[src/rtl/mul_arbiter.sv]
// Round-robin arbiter sharing one multi-cycle 8x8 multiplier between N_REQ requesters.
// Captures the winner's operands at grant and returns the product with a one-cycle done pulse.
module mul_arbiter #(
  parameter int unsigned N_REQ = 4,
  parameter int unsigned PTR_W = 2
) (
  input  logic                 clk_i,
  input  logic                 rst_i,
  input  logic [N_REQ-1:0]     req_i,
  input  logic [8*N_REQ-1:0]   a_bi,
  input  logic [8*N_REQ-1:0]   b_bi,
  output logic [N_REQ-1:0]     gnt_o,
  output logic [N_REQ-1:0]     done_o,
  output logic [15:0]          y_bo,
  output logic                 busy_o,
  output logic [7:0]           mul_a_bo,
  output logic [7:0]           mul_b_bo,
  output logic                 mul_start_o,
  input  logic                 mul_busy_i,
  input  logic [15:0]          mul_y_bi
);

  localparam int unsigned DATA_W = 8;
  localparam int unsigned PROD_W = 16;

  typedef enum logic [1:0] {
    IDLE     = 2'd0,
    WAIT_MUL = 2'd1,
    DONE     = 2'd2
  } state_e;

  state_e              state_q, state_d;
  logic [PTR_W-1:0]    ptr_q, ptr_d;
  logic [PTR_W-1:0]    win_q, win_d;
  logic [N_REQ-1:0]    gnt_q, gnt_d;
  logic [N_REQ-1:0]    done_q, done_d;
  logic [PROD_W-1:0]   y_q, y_d;
  logic                busy_q, busy_d;
  logic [DATA_W-1:0]   mul_a_q, mul_a_d;
  logic [DATA_W-1:0]   mul_b_q, mul_b_d;
  logic                start_q, start_d;

  logic [PTR_W-1:0]    win_c;
  logic                found_c;
  int unsigned         dist_c;
  int unsigned         best_c;
  logic [N_REQ-1:0]    gnt_sel_c;
  logic [DATA_W-1:0]   a_sel_c;
  logic [DATA_W-1:0]   b_sel_c;

  // Winner = requester at the smallest rotated distance from ptr+1.
  always_comb begin
    win_c   = '0;
    found_c = 1'b0;
    dist_c  = 0;
    best_c  = 0;
    for (int unsigned k = 0; k < N_REQ; k++) begin
      dist_c = k + N_REQ - 1 - 32'(ptr_q);
      if (dist_c >= N_REQ) dist_c = dist_c - N_REQ;
      if (req_i[k] && (!found_c || dist_c < best_c)) begin
        found_c = 1'b1;
        best_c  = dist_c;
        win_c   = PTR_W'(k);
      end
    end
  end

  // One-hot grant and operand mux for the winner.
  always_comb begin
    gnt_sel_c = '0;
    a_sel_c   = '0;
    b_sel_c   = '0;
    for (int unsigned k = 0; k < N_REQ; k++) begin
      if (win_c == PTR_W'(k)) begin
        gnt_sel_c[k] = 1'b1;
        a_sel_c      = a_bi[DATA_W*k +: DATA_W];
        b_sel_c      = b_bi[DATA_W*k +: DATA_W];
      end
    end
  end

  // Next-state and registered-output logic.
  always_comb begin
    state_d = state_q;
    ptr_d   = ptr_q;
    win_d   = win_q;
    gnt_d   = gnt_q;
    done_d  = '0;
    y_d     = y_q;
    busy_d  = busy_q;
    mul_a_d = mul_a_q;
    mul_b_d = mul_b_q;
    start_d = 1'b0;
    case (state_q)
      IDLE: begin
        if (found_c) begin
          gnt_d   = gnt_sel_c;
          win_d   = win_c;
          mul_a_d = a_sel_c;
          mul_b_d = b_sel_c;
          start_d = 1'b1;
          busy_d  = 1'b1;
          state_d = WAIT_MUL;
        end
      end
      WAIT_MUL: begin
        // The start cycle itself never completes: mul has not raised busy yet.
        if (!mul_busy_i && !start_q) begin
          y_d     = mul_y_bi;
          done_d  = gnt_q;
          gnt_d   = '0;
          ptr_d   = win_q;
          state_d = DONE;
        end
      end
      DONE: begin
        busy_d  = 1'b0;
        state_d = IDLE;
      end
      default: state_d = IDLE;
    endcase
  end

  always_ff @(posedge clk_i) begin
    if (rst_i) begin
      state_q <= IDLE;
      ptr_q   <= PTR_W'(N_REQ - 1);
      win_q   <= '0;
      gnt_q   <= '0;
      done_q  <= '0;
      y_q     <= '0;
      busy_q  <= 1'b0;
      mul_a_q <= '0;
      mul_b_q <= '0;
      start_q <= 1'b0;
    end else begin
      state_q <= state_d;
      ptr_q   <= ptr_d;
      win_q   <= win_d;
      gnt_q   <= gnt_d;
      done_q  <= done_d;
      y_q     <= y_d;
      busy_q  <= busy_d;
      mul_a_q <= mul_a_d;
      mul_b_q <= mul_b_d;
      start_q <= start_d;
    end
  end

  assign gnt_o       = gnt_q;
  assign done_o      = done_q;
  assign y_bo        = y_q;
  assign busy_o      = busy_q;
  assign mul_a_bo    = mul_a_q;
  assign mul_b_bo    = mul_b_q;
  assign mul_start_o = start_q;

endmodule

[config.mk]
export PLATFORM = sky130hd
export DESIGN_NAME = mul_arbiter
export DESIGN_NICKNAME = d
export VERILOG_FILES = /design/src/rtl/mul_arbiter.sv
export SDC_FILE = /design/constraint.sdc
export NUM_CORES = 1
export LEC_CHECK = 0
export ABC_AREA = 1
export BUFFER_PORTS_ARGS = -buffer_cell sky130_fd_sc_hd__buf_2
export CAP_MARGIN = 20
export CORE_MARGIN = 2
export CORE_UTILIZATION = 50
export DETAILED_ROUTE_END_ITERATION = 10
export GPL_TIMING_DRIVEN = 1
export HOLD_SLACK_MARGIN = 0.15
export PLACE_DENSITY = 0.86
export SETUP_SLACK_MARGIN = 0.5
export SLEW_MARGIN = 20
export SYNTH_ARGS = -nofsm -noshare
export SYNTH_HDL_FRONTEND = slang
export SYNTH_SLANG_ARGS = --single-unit
[constraint.sdc]
create_clock -name clk_i -period 9.6 [get_ports clk_i]
set_input_delay 0.96 -clock clk_i [delete_from_list [all_inputs] [get_ports clk_i]]
set_output_delay 0.96 -clock clk_i [all_outputs]
set_load 0.05 [all_outputs]
---- After elaboration in Yosys (flattened, before gate mapping) ----
Cells that the tools add are included.
word-level totals
  word-level logic and storage cells ...... 93
  bits of input ports ..................... 87
  flip-flop bits (word level) ............. 48
  output and inout port bits .............. 42
cells by class
  add/sub/neg operators ................... 8
  multiplexer cells ....................... 35
  bitwise operators ....................... 3
  eq/ne operators ......................... 7
  reduce and logical (&&, ||, !) cells .... 23
  order comparisons ....................... 7
operators by type and width
  operator                                                                 count
  32-bit two-way mux                                                       7
  32-bit by 3-bit >= comparator with 1-bit output (second input constant)  4
  32-bit less-than comparator                                              3
  8-bit two-way mux                                                        8
  4-bit by 4-bit subtractor with 5-bit output (second input constant)      3
  3-bit by 2-bit subtractor with 4-bit output (first input constant)       3
  1-bit two-way mux                                                        11
  2-bit two-way mux                                                        4
  4-bit two-way mux                                                        2
  4-bit case mux with 2 select lines                                       1
  2-bit AND reduction                                                      4
  2-bit equality test (second input constant)                              3
  1-bit zero test                                                          5
  3-bit by 4-bit subtractor with 5-bit output (second input constant)      1
  2-bit by 1-bit equality test with 1-bit output (second input constant)   2
  1-bit logical AND                                                        4
  2-bit zero test                                                          2
  2-bit != test (second input constant)                                    2
  2-bit case mux with 2 select lines                                       1
  2-bit nonzero test                                                       2
  1-bit logical OR                                                         3
  1-bit NOT                                                                3
  3-bit AND reduction                                                      1
  3-bit OR reduction                                                       1
  other kinds (3)                                                          3

---- Depth between registers and ports, before layout ----
  word-level depth ........................ 21
  gate-level depth with buffers ........... 33
  gate-level depth less buffers ........... 31

---- Worst setup path before layout ----
No wires, ideal clock.
  path kind ............................... in2reg
  start ................................... input port req_i[0]
  end ..................................... register mul_a_q[4] (netlist: mul_a_bo[4])
  arrival time ............................ 4.064 ns
  buffers on the path ..................... 3
  cell stages on the path ................. 28
  setup slack ............................. 5.406 ns
  setup time .............................. 0.130 ns
  data required time ...................... 9.470 ns
  path through ............................ nand2_1 -> ha_1 -> nand2_1 -> nand3_1 -> nand2_1 -> nand2_1 -> clkbuf_1 -> o21ai_0 -> ha_1 -> nand2_1 -> nand2_1 -> nand2_1 -> nand2_1 -> nand2_2 -> nand2_4 -> clkbuf_1 -> nand2_1 -> o21ai_0 -> ha_1 -> a21oi_1 -> nand2_2 -> nand2_4 -> nand2_4 -> buf_6 -> o21ai_0 -> inv_1 -> nand2_1 -> a21oi_1
between the ends
  cells in the longest elaborated chain, start to end .. 18
  elaborated cells between the ends (all ways) .. 31
  those cells by class .................... order compare (3); eq/ne (3); mux (14); reduce/logical (11)
RTL lines
  item                                                                   RTL line  RTL
  start, declared                                                        9         input logic [N_REQ-1:0] req_i,
  32-bit two-way mux / 1-bit two-way mux (equally long branches)         60        if (req_i[k] && (!found_c || dist_c < best_c)) begin
  32-bit less-than comparator / 1-bit zero test (equally long branches)  60
  1-bit logical OR                                                       60
  1-bit logical AND                                                      60
  32-bit two-way mux / 1-bit two-way mux (equally long branches)         60
  32-bit less-than comparator / 1-bit zero test (equally long branches)  60
  1-bit logical OR                                                       60
  1-bit logical AND                                                      60
  32-bit two-way mux / 1-bit two-way mux (equally long branches)         60
  32-bit less-than comparator / 1-bit zero test (equally long branches)  60
  1-bit logical OR                                                       60
  1-bit logical AND                                                      60
  2-bit two-way mux                                                      60
  2-bit zero test                                                        74        if (win_c == PTR_W'(k)) begin
  8-bit two-way mux (4 in series)                                        74
  end signal, assigned                                                   144       mul_a_q <= mul_a_d;
  end, declared                                                          39        logic [DATA_W-1:0] mul_a_q, mul_a_d;
Several ways; a longest one is shown, not always the timed one.
A chain may end at the register's enable or synchronous reset.

---- Worst setup path in the final report ----
  start ................................... register ptr_q[1]
  end ..................................... register mul_a_q[0] (netlist: mul_a_bo[0])
between the ends
  cells in the longest elaborated chain, start to end .. 21
  elaborated cells between the ends (all ways) .. 45
  those cells by class .................... add/sub (8); order compare (7); eq/ne (3); mux (17); reduce/logical (10)
RTL lines
  item                                                                                                                   RTL line  RTL
  start, declared                                                                                                        33        logic [PTR_W-1:0] ptr_q, ptr_d;
  start signal, assigned                                                                                                 127       ptr_q <= PTR_W'(N_REQ - 1);
  start signal, assigned                                                                                                 138       ptr_q <= ptr_d;
  2-bit by 2-bit subtractor with 3-bit output                                                                            58        dist_c = k + N_REQ - 1 - 32'(ptr_q);
  32-bit by 3-bit >= comparator with 1-bit output / 3-bit by 4-bit subtractor with 5-bit output (equally long branches)  59        if (dist_c >= N_REQ) dist_c = dist_c - N_REQ;
  32-bit two-way mux                                                                                                     59
  32-bit two-way mux                                                                                                     60
  32-bit less-than comparator                                                                                            60
  1-bit logical OR                                                                                                       60
  1-bit logical AND                                                                                                      60
  32-bit two-way mux / 1-bit two-way mux (equally long branches)                                                         60
  (+2 left out)                                                                                                          n/a
  1-bit logical AND                                                                                                      60
  32-bit two-way mux / 1-bit two-way mux (equally long branches)                                                         60
  32-bit less-than comparator / 1-bit zero test (equally long branches)                                                  60
  1-bit logical OR                                                                                                       60
  1-bit logical AND                                                                                                      60
  2-bit two-way mux                                                                                                      60
  2-bit zero test                                                                                                        74
  8-bit two-way mux (4 in series)                                                                                        74
Several ways; a longest one is shown, not always the timed one.

==> impl_metrics.yaml <==
sta:
  max_freq_ghz: 0.214
  fin_tns_setup_ps: 0
  fin_skew_ps: 6.14
  worst_pin_slew_ps: 893
  slew_viol_final: 0
  period_share_pct: 48.6
  setup_violations: 0
  period_minus_slack_ps: 4670
  hold_viol: 0
  relSlewSlack_pct: 40.4
  rsz0062_at_grt: "false"
logic_synthesis:
  synth_cells: 399
  avgSynthCellArea_sq_um: 6.56
  synth_edf_count: 0
  synth_seq_cells: 48
  syn_nets: 498
  yosys_warnings: 0
  synthArstFlopShare_pct: 0
  ys_types: 26
  synth_flop_cell: "dfxtp_1"
  synth-seq-area-share_pct: 36.7
  syn-cell-area_sq_um: 2620
global_routing:
  antenna_found_initial: 0
  grt_pass1_wl_mm: 12.2
  grt_usage_pct: 25.3
  grt_max_degree: 38
  grt_pass1_vias: 2827
  overflow: 0
cts:
  cts_resized: 0
  cts_buffer_depth: 2
  clock-root-buffer: "clkbuf_8"
  clk_pin_slew_ps: 90
  worstSkewPairLatency_ps: 300
  clkSinkCount: 48
  cts_hold_buf: 0
  htreeDepth: 2
  post_cts_buffers: 0
  cts_tree: "done"
  numCtsBuffers: 5
floorplan:
  die_h_um: 76.4
  ios: 129
  num_rows: 26
  fp.dieW_um: 76.4
  dieArea_sq_um: 5830
  initial_core_util_pct: 51.6
  core-area_sq_um: 5070
worst_setup_path:
  r2r_cells: 30
  crit_required_ps: 9830
  slowest_delay_ps: 430
  cp-startpoint: "ptr_q[1]"
  cpMostUsedCell: "nand2_1"
  crit_path_top_delay_cell: "dfxtp_1"
  crit_path_end: "mul_a_bo[0]"
  r2r-start: "ptr_q[1]"
  critPathCaptureType: "flop"
  worst-setup-path-type: "flop to flop"
  regToRegSetupSlack_ps: 4930
  critPathArrivalTime_ps: 4900
  r2r_end: "mul_a_bo[0]"
  cp-start-kind: "flop"
  crit_path_max_fanout: 37
placement:
  placedCellCount: 583
  portBuffers: 128
  place_congestion: 0.885
  dp_hpwl_mm: 5.42
detailed_routing:
  drt-initial-drc-count: 143
  firstDrtPassIters: 4
  via_per_inst: 4.97
  wl_per_cell_um: 12.3
  num_vias: 2933
  totalWireLength_mm: 7.26
  route.detailed.drc: 0
  antenna_left: 0
min_path:
  hold_path_class: "flop to flop"
final_layout:
  antennaDiodeCount: 0
  fin_nets: 619
  fin_cells: 590
  drive_above_1_share_pct: 29.2
  areaGrowthSynthToFinish_pct: 28.9
pwr:
  vdd_drop_max_uv: 132
  total_power_mw: 0.707
  p_leak_nw: 1.92
  power_density_nw_per_um2: 210
job:
  maxCapViolations: 0
outcome:
  status: "complete, no violations"
[state kept, by name, summed over array words and instances, names as in the netlist, 2 cells and up]
register  cells
mul_a_bo      8
ptr_q         2
done_o        4
y_bo         16
gnt_o         4
state_q       2
mul_b_bo      8
win_q         2
[cells in the final DEF, fill, tap and decap left out, types with 2 or more instances in the layout]
master / synthesis / routed
ha_1: 12 / 12
a21oi_1: 8 / 8
nand2_2: 3 / 3
nand2_1: 97 / 97
nand4_1: 8 / 8
nor2_4: 3 / 3
o21ai_1: 2 / 2
or2_2: 6 / 6
o211ai_1: 2 / 2
nand3_1: 29 / 29
dfxtp_1: 48 / 48
inv_1: 45 / 45
nand2_4: 3 / 3
o21ai_0: 43 / 43
nor2_1: 63 / 63
clkinv_1: 5 / 5
buf_2: 0 / 128
clkbuf_8: 0 / 6
[where the power goes]
part           internal, mW  total (mW)  switching, mW
Combinational        0.0947       0.338          0.244
Sequential            0.230       0.246         0.0163
Clock                0.0575       0.122         0.0647
[worst max-delay path, delay by kind of cell, from the launching register on]
kind,cells,cell delay [ps]
adder cells (fa/ha/maj),4,1280
flip-flops,1,430
AO/OA/AOI/OAI,2,480
buffers and inverters,3,340
AND/OR/NAND/NOR,21,2080
[how the worst min path moves through the flow]
stage | endpoint | cells after the start | from | slack [ps]
after global placement | done_o[0] | 2 | gnt_o[0] | 430
after CTS | done_o[0] | 2 | gnt_o[0] | 460
after detailed placement | done_o[0] | 2 | gnt_o[0] | 450
final | done_o[0] | 2 | gnt_o[0] | 460
after floorplan | ptr_q[0] | 2 | win_q[0] | 440
after global routing | done_o[0] | 2 | gnt_o[0] | 490
[kinds of logic after synthesis]
| group | Yosys count | share of synthesized area (%) |
|---|---|---|
| AOI/OAI and AO/OA | 60 | 12.1 |
| buffers and inverters | 66 | 10.0 |
| and+or+nand+nor | 213 | 35.4 |
| adders and majority gates | 12 | 5.74 |
| DFF | 48 | 36.7 |
[metal layers]
layer	vias up	part of all wire, %	track usage, %	routed length [um]
met5	-	0	0	0
met4	0	1.7	7.09	124
met3	13	9.5	5.57	692
met2	136	46	44.9	3350
met1	1285	43	30.9	3100
li1	1499	-	-	-
[synthesized netlist by cell type, types with 2 or more instances]
| library cell | count | area (sq um) |
|---|---|---|
| nand2_1 | 97 | 364 |
| nor2_1 | 63 | 236 |
| dfxtp_1 | 48 | 961 |
| inv_1 | 45 | 169 |
| o21ai_0 | 43 | 215 |
| nand3_1 | 29 | 145 |
| clkbuf_1 | 12 | 45.0 |
| ha_1 | 12 | 150 |
| a21oi_1 | 8 | 40.0 |
| nand4_1 | 8 | 50.1 |
| or2_2 | 6 | 37.5 |
| clkinv_1 | 5 | 18.8 |
| nand2_2 | 3 | 18.8 |
| nand2_4 | 3 | 33.8 |
| nor2_4 | 3 | 33.8 |
| buf_4 | 2 | 15.0 |
| o211ai_1 | 2 | 15.0 |
| o21ai_1 | 2 | 10.0 |
[area by class of cell]
class	instances	area, sq um
flip-flops and latches	48	961
inverters	51	191
clock inverters	1	8.76
repair buffers	129	648
fillers	460	1700
multi-input cells	285	1390
well taps	70	87.6
clock buffers	6	82.6
[stage by stage]
stage	setup WS, ps	instance area, sq um	utilization (%)	hold WS [ps]
3_5_place_dp	4830	3280	64.7	447
6_report	4930	3370	66.5	463
4_1_cts	4980	3370	66.5	463
5_1_grt	4500	3370	66.5	490
3_3_place_gp	4990	3280	64.7	435
2_1_floorplan	5410	2620	-	441
Note: power is estimated with default switching activity, not from simulation.
